### config.mk
export PLATFORM = sky130hd
export DESIGN_NAME = uart_tx
export DESIGN_NICKNAME = d
export VERILOG_FILES = /design/src/rtl/uart_tx.sv
export SDC_FILE = /design/constraint.sdc
export NUM_CORES = 1
export LEC_CHECK = 0
export CAP_MARGIN = 15
export CORE_MARGIN = 1
export CORE_UTILIZATION = 35
export CTS_CLUSTER_DIAMETER = 120
export CTS_CLUSTER_SIZE = 24
export DETAILED_ROUTE_END_ITERATION = 10
export SETUP_SLACK_MARGIN = 0.1
export SLEW_MARGIN = 20
export SYNTH_ARGS = -nofsm -noshare
export SYNTH_HDL_FRONTEND = slang
export SYNTH_SLANG_ARGS = --single-unit
### constraint.sdc
create_clock -name CLK -period 2.4 [get_ports CLK]
set_clock_uncertainty 0.05 [all_clocks]
set_input_delay 0.36 -clock CLK [delete_from_list [all_inputs] [get_ports CLK]]
set_output_delay 0.36 -clock CLK [all_outputs]
set_load 0.02 [all_outputs]
### src/rtl/uart_tx.sv
// 8N1 UART transmitter: accepts a byte from the Core while idle and shifts it out LSB first.
// Tx_Done_out pulses once at the end of the stop bit so the Core can sequence its next byte.
module uart_tx #(
    parameter int CLKS_PER_BIT = 868
) (
    input  logic       CLK,
    input  logic       RST,
    input  logic       Tx_DV_in,
    input  logic [7:0] Tx_Byte_in,
    output logic       Tx_Serial_out,
    output logic       Tx_Active_out,
    output logic       Tx_Done_out
);
    localparam int               CNT_W    = $clog2(CLKS_PER_BIT);
    localparam logic [CNT_W-1:0] CNT_LAST = CNT_W'(CLKS_PER_BIT - 1);

    typedef enum logic [1:0] {IDLE, START, DATA, STOP} state_t;

    state_t           state_q,   state_d;
    logic [CNT_W-1:0] clk_cnt_q, clk_cnt_d;
    logic [2:0]       bit_idx_q, bit_idx_d;
    logic [7:0]       shift_q,   shift_d;
    logic             serial_q,  serial_d;
    logic             active_q,  active_d;
    logic             done_q,    done_d;
    logic             bit_end;

    assign bit_end = (clk_cnt_q == CNT_LAST);

    always_ff @(posedge CLK or negedge RST) begin
        if (!RST) begin
            state_q   <= IDLE;
            clk_cnt_q <= '0;
            bit_idx_q <= '0;
            shift_q   <= '0;
            serial_q  <= 1'b1;
            active_q  <= 1'b0;
            done_q    <= 1'b0;
        end else begin
            state_q   <= state_d;
            clk_cnt_q <= clk_cnt_d;
            bit_idx_q <= bit_idx_d;
            shift_q   <= shift_d;
            serial_q  <= serial_d;
            active_q  <= active_d;
            done_q    <= done_d;
        end
    end

    always_comb begin
        state_d   = state_q;
        clk_cnt_d = bit_end ? '0 : clk_cnt_q + 1'b1;
        bit_idx_d = bit_idx_q;
        shift_d   = shift_q;
        serial_d  = serial_q;
        active_d  = active_q;
        done_d    = 1'b0;

        case (state_q)
            IDLE: begin
                serial_d  = 1'b1;
                active_d  = 1'b0;
                clk_cnt_d = '0;
                bit_idx_d = '0;
                // The line falls on the accepting edge, so the frame is timed from here.
                if (Tx_DV_in) begin
                    state_d  = START;
                    shift_d  = Tx_Byte_in;
                    serial_d = 1'b0;
                    active_d = 1'b1;
                end
            end
            START: begin
                if (bit_end) begin
                    state_d   = DATA;
                    bit_idx_d = '0;
                    serial_d  = shift_q[0];
                end
            end
            DATA: begin
                if (bit_end) begin
                    // shift_q[0] is always the bit on the line; the next one sits in [1].
                    shift_d = {1'b0, shift_q[7:1]};
                    if (bit_idx_q == 3'd7) begin
                        state_d  = STOP;
                        serial_d = 1'b1;
                    end else begin
                        bit_idx_d = bit_idx_q + 3'd1;
                        serial_d  = shift_q[1];
                    end
                end
            end
            STOP: begin
                if (bit_end) begin
                    state_d  = IDLE;
                    serial_d = 1'b1;
                    active_d = 1'b0;
                    done_d   = 1'b1;
                end
            end
            default: state_d = IDLE;
        endcase
    end

    assign Tx_Serial_out = serial_q;
    assign Tx_Active_out = active_q;
    assign Tx_Done_out   = done_q;

endmodule
# == Word-level counts from Yosys, hierarchy flattened ==
# Cells that the tools add are included.
# op_classes
add_sub_neg,2
eq_ne,11
n_mux,26
n_reduce_logical,9
# op_table
operator,n
two-way mux 10 bit,2
two-way mux 8 bit,2
case mux 8 bit (2 select lines),1
"inequality test 2 bit, second input constant",6
"adder 10 x 1 -> 10 bit, second input constant",1
"== test 10 bit, second input constant",1
two-way mux 2 bit,5
two-way mux 1 bit,9
two-way mux 3 bit,3
case mux 3 bit (3 select lines),1
case mux 2 bit (4 select lines),1
AND reduction 3 bit,2
AND reduction 5 bit,1
"== test 2 bit, second input constant",2
case mux 1 bit (4 select lines),1
AND reduction 4 bit,1
nonzero test 2 bit,2
"adder 3 x 1 -> 3 bit, second input constant",1
"== test 3 bit, second input constant",1
nonzero test 3 bit,1
"== test 2 x 1 -> 1 bit, second input constant",1
logical NOT 2 bit,1
case mux 1 bit (2 select lines),1
AND reduction 2 bit,1
# totals
register_bits,26
input_bits,11
output_inout_bits,3

# == Depth between registers and ports, before layout ==
# logic_depth
word_depth,4
depth_mapped,8
mapped_depth_nobuf,6

# == Least setup slack after synthesis ==
# No wires, ideal clock.
# synth_timing
path_type,reg-to-reg
start,register state_q[0]
end,register shift_q[0]
setup_time_ns,0.125
arrival_ns,1.639
setup_slack_ns,0.585
path_stages_with_launch,6
n_path_buf,1
synth_period_minus_slack_ns,1.815
path_cell_list,dfrtp_1 inv_1 ha_1 clkbuf_1 mux2_2 mux2_4
# synth_between
elab_chain_cells,3
elab_cells_between_ends,7
classes_between,3 x eq/ne; 1 x mux; 3 x reduce/logical
# synth_rtl
element,line_no,text
start: declaration,19,"state_t state_q, state_d;"
start signal: assignment,40,state_q <= state_d;
== test 2 bit / logical NOT 2 bit (equally long branches),59,case (state_q)
inequality test 2 bit (no source line) / nonzero test 2 bit (equally long branches),--,
AND reduction 3 bit (no source line),--,
end signal: assignment,43,shift_q <= shift_d;
end: declaration,22,"logic [7:0] shift_q, shift_d;"
# Parallel ways exist; a longest one is shown, timed or not.
# A chain may end at the register's enable or synchronous reset.

# == Worst setup path in the final report ==
# layout_timing
start,register state_q[0]
end,register state_q[1]
# layout_between
elab_chain_cells,3
elab_cells_between_ends,11
classes_between,8 x eq/ne; 1 x mux; 2 x reduce/logical
# layout_rtl
element,line_no
== test 2 bit (tied with other cells),59
inequality test 2 bit (no source line),--
AND reduction 5 bit (no source line),--
# Parallel ways exist; a longest one is shown, timed or not.

==> run_results.csv <==
group,metric,value,unit
clock_network,postCtsHoldBufs,0,
die,rows,22,
clock_network,cts_tree,"yes",
timing,finalHoldViolCount,0,
critical_path,cp-startpoint,"state_q[0]$_DFFE_PN0P_",
placed_design,place_congestion,0.7145,
global_routing,grt_max_degree,27,
power_and_ir_drop,total_power,1.948,mW
outcome,status,"complete, no violations",
detailed_routing,vias,882,
yosys,synthMuxAreaShare,0.1754,
critical_path,arrival,2.25,ns
die,dieArea,4272,um^2
yosys,synth-seq-area-share,0.4639,
yosys,synth_warnings,0,
layout,final_util,0.4382,
global_routing,grt_overflow,0,
clock_network,cts.repair.resized,0,
yosys,synthCells,115,
power_and_ir_drop,peakVddDrop,0.4568,mV
timing,worst_slew_pin_slew,0.5544,ns
yosys,syn-cell-area,1405,um^2
min_path,hp-class,"in -> async",
critical_path,cp.required,2.52,ns
yosys,yosysUniqueCellTypes,36,
clock_network,clockRootBuffer,"clkbuf_8",
critical_path,rr_worst_depth,5,
clock_network,cts_buffers,3,
power_and_ir_drop,power_density,1188,nW/um^2
clock_network,ctsLongestPathBuffers,2,
critical_path,r2r-end,"state_q[1]$_DFFE_PN0P_",
detailed_routing,drt_iter0_markers,26,
yosys,synth_seq_cells,26,
yosys,synth_simple_gate_area_frac,0.1460,
layout,drive_gt1_frac,0.2266,
placed_design,dpl-instance-area,1569,um^2
clock_network,clock_latency,0.27,ns
yosys,synth_area_per_cell,12.22,um^2
layout,layout_commonest_cell,"dfrtp_1",
global_routing,grt.total_usage,0.1257,
layout,final_cell_mix,"25 x dfrtp_1, 13 x clkdlybuf4s50_1, 11 x nor2_1, 9 x mux2_2, 9 x mux2_4",
global_routing,grt_pass1_wl,4071,um
critical_path,critPathKind,"reg -> reg",
clock_network,cts.sinks,26,
timing,fin_tns_setup,0,ns
clock_network,cts_setup_buffers,0,
clock_network,htreeDepth,1,
die,die_height,65.36,um
power_and_ir_drop,cellLeakagePower,0.7609,nW
yosys,synthAdderAreaFrac,0.07124,
die,start_util,0.3753,
die,die_x,65.36,um
layout,n_antenna_cell,0,
global_routing,antenna_found_initial,0,
critical_path,end_kind,"flip-flop",
critical_path,r2r_start,"state_q[0]$_DFFE_PN0P_",
yosys,synth_xor_area_frac,0.04987,
layout,stdcell_area,1640,um^2
timing,fin_crit,2.134,ns
detailed_routing,wl,2299,um
critical_path,worstSetupStartpointType,"flip-flop",
timing,period_share,0.8890,
critical_path,r2r_slack,0.27,ns
yosys,syn_nets,134,
detailed_routing,viasPerCell,5.011,
run,drv_cap,0,
timing,rsz0062_at_grt,"no",
global_routing,grt_pass1_vias,937,
detailed_routing,detail_route.wl_per_cell,13.06,um
placed_design,dp.final_hpwl,1670,um
timing,setup_viol,0,
timing,slew_viol_final,0,
die,core_area,3744,um^2
die,pin_count,14,
detailed_routing,first_pass_iters,4,
layout,finalNetCount,148,
timing,max_freq,0.4687,GHz
clock_network,clk_pin_slew,0.10,ns
critical_path,cp_max_fo,15,
layout,area_growth,16.74,%
yosys,synth_top_family_by_area,"multiplexers",
yosys,synth_compound_area_frac,0.05877,
detailed_routing,drc,0,
placed_design,portBuffers,13,
timing,relSlewSlack,0.6304,
detailed_routing,drtAntennaViolNets,0,
[worst max-delay path, stage by stage, from the launching register on]
cell     delay, ns
dfrtp_1       0.44
inv_1         0.09
ha_1          0.40
or3_1         0.46
a21oi_1       0.24
mux2_2        0.36
[worst max-delay path by stage]
stage | to | cells past startpoint
2_1_floorplan | shift_q[0]$_DFFE_PN0P_ | 5
3_3_place_gp | state_q[1]$_DFFE_PN0P_ | 5
3_5_place_dp | state_q[1]$_DFFE_PN0P_ | 5
4_1_cts | state_q[1]$_DFFE_PN0P_ | 5
5_1_grt | shift_q[2]$_DFFE_PN0P_ | 5
6_report | state_q[1]$_DFFE_PN0P_ | 5
[registers in the layout, summed over array words and instances, names as in the netlist]
signal,count
clk_cnt_q,10
bit_idx_q,3
Tx_Serial_out,1
Tx_Active_out,1
Tx_Done_out,1
shift_q,8
state_q,2
[through the flow]
| step | cells | hold WS, ns | worst slack (ns) |
|---|---|---|---|
| 2_1_floorplan | 115 | 0.01441 | 0.5855 |
| 3_3_place_gp | 172 | 0.4172 | 0.3643 |
| 3_5_place_dp | 172 | 0.4253 | 0.2771 |
| 4_1_cts | 176 | 0.4009 | 0.2579 |
| 5_1_grt | 176 | 0.4287 | 0.1332 |
| 6_report | 176 | 0.3933 | 0.2665 |
[Yosys cell counts]
cell type   n  area [um^2]
a211oi_1    1        7.510
a21o_1      1        7.510
a21oi_1     1        5.000
a221o_1     1        10.01
a22o_2      2        20.02
a22oi_1     1        7.510
and2_1      1        6.260
and2_2      1        7.510
and3_1      2        12.51
and4_1      1        8.760
and4b_1     1        10.01
buf_6       2        22.52
clkbuf_1    3        11.26
dfrtp_1    25        625.6
dfstp_2     1        26.28
ha_1        8        100.1
inv_1       4        15.01
mux2_2      9        101.4
mux2_4      9        135.1
mux2i_1     1        10.01
nand2_1     2        7.510
nand2b_1    2        12.51
nand3_1     5        25.02
nand3_4     1        17.52
nand4_1     1        6.260
nand4b_1    1        8.760
nor2_1     11        41.29
nor2b_1     1        6.260
nor3_1      1        5.000
nor3_4      1        16.27
o21ai_0     3        15.01
o32a_1      1        10.01
or2b_1      1        7.510
or3_1       1        6.260
xnor2_1     2        17.52
xor2_1      6        52.55
[final cells by class]
cell class	instances	area, um^2
flip-flops and latches	26	651.9
inverters	4	15.01
multi-input cells	80	704.4
fillers	356	2103
clock inverters	1	30.03
clock buffers	3	41.29
well taps	48	60.06
repair buffers	14	137.6
[power by group]
group	internal, mW	switching [mW]	total (mW)
logic	0.494	0.385	0.879
clock network	0.223	0.138	0.361
registers	0.590	0.118	0.708
[metal layers]
metal | global-route usage | wire length, um
met5 | 0 | 0
met4 | 0.05707 | 40
met3 | 0.02431 | 71
met2 | 0.2229 | 1108
met1 | 0.1448 | 1079
[cell families after synthesis]
kind of cell,Yosys count
xor gates and xnor gates,8
AOI/OAI and AO/OA,11
muxes,19
DFF,26
adders and majority gates,8
and+or+nand+nor,34
buffers and inverters,9
Power figures use the tool's default switching activity.
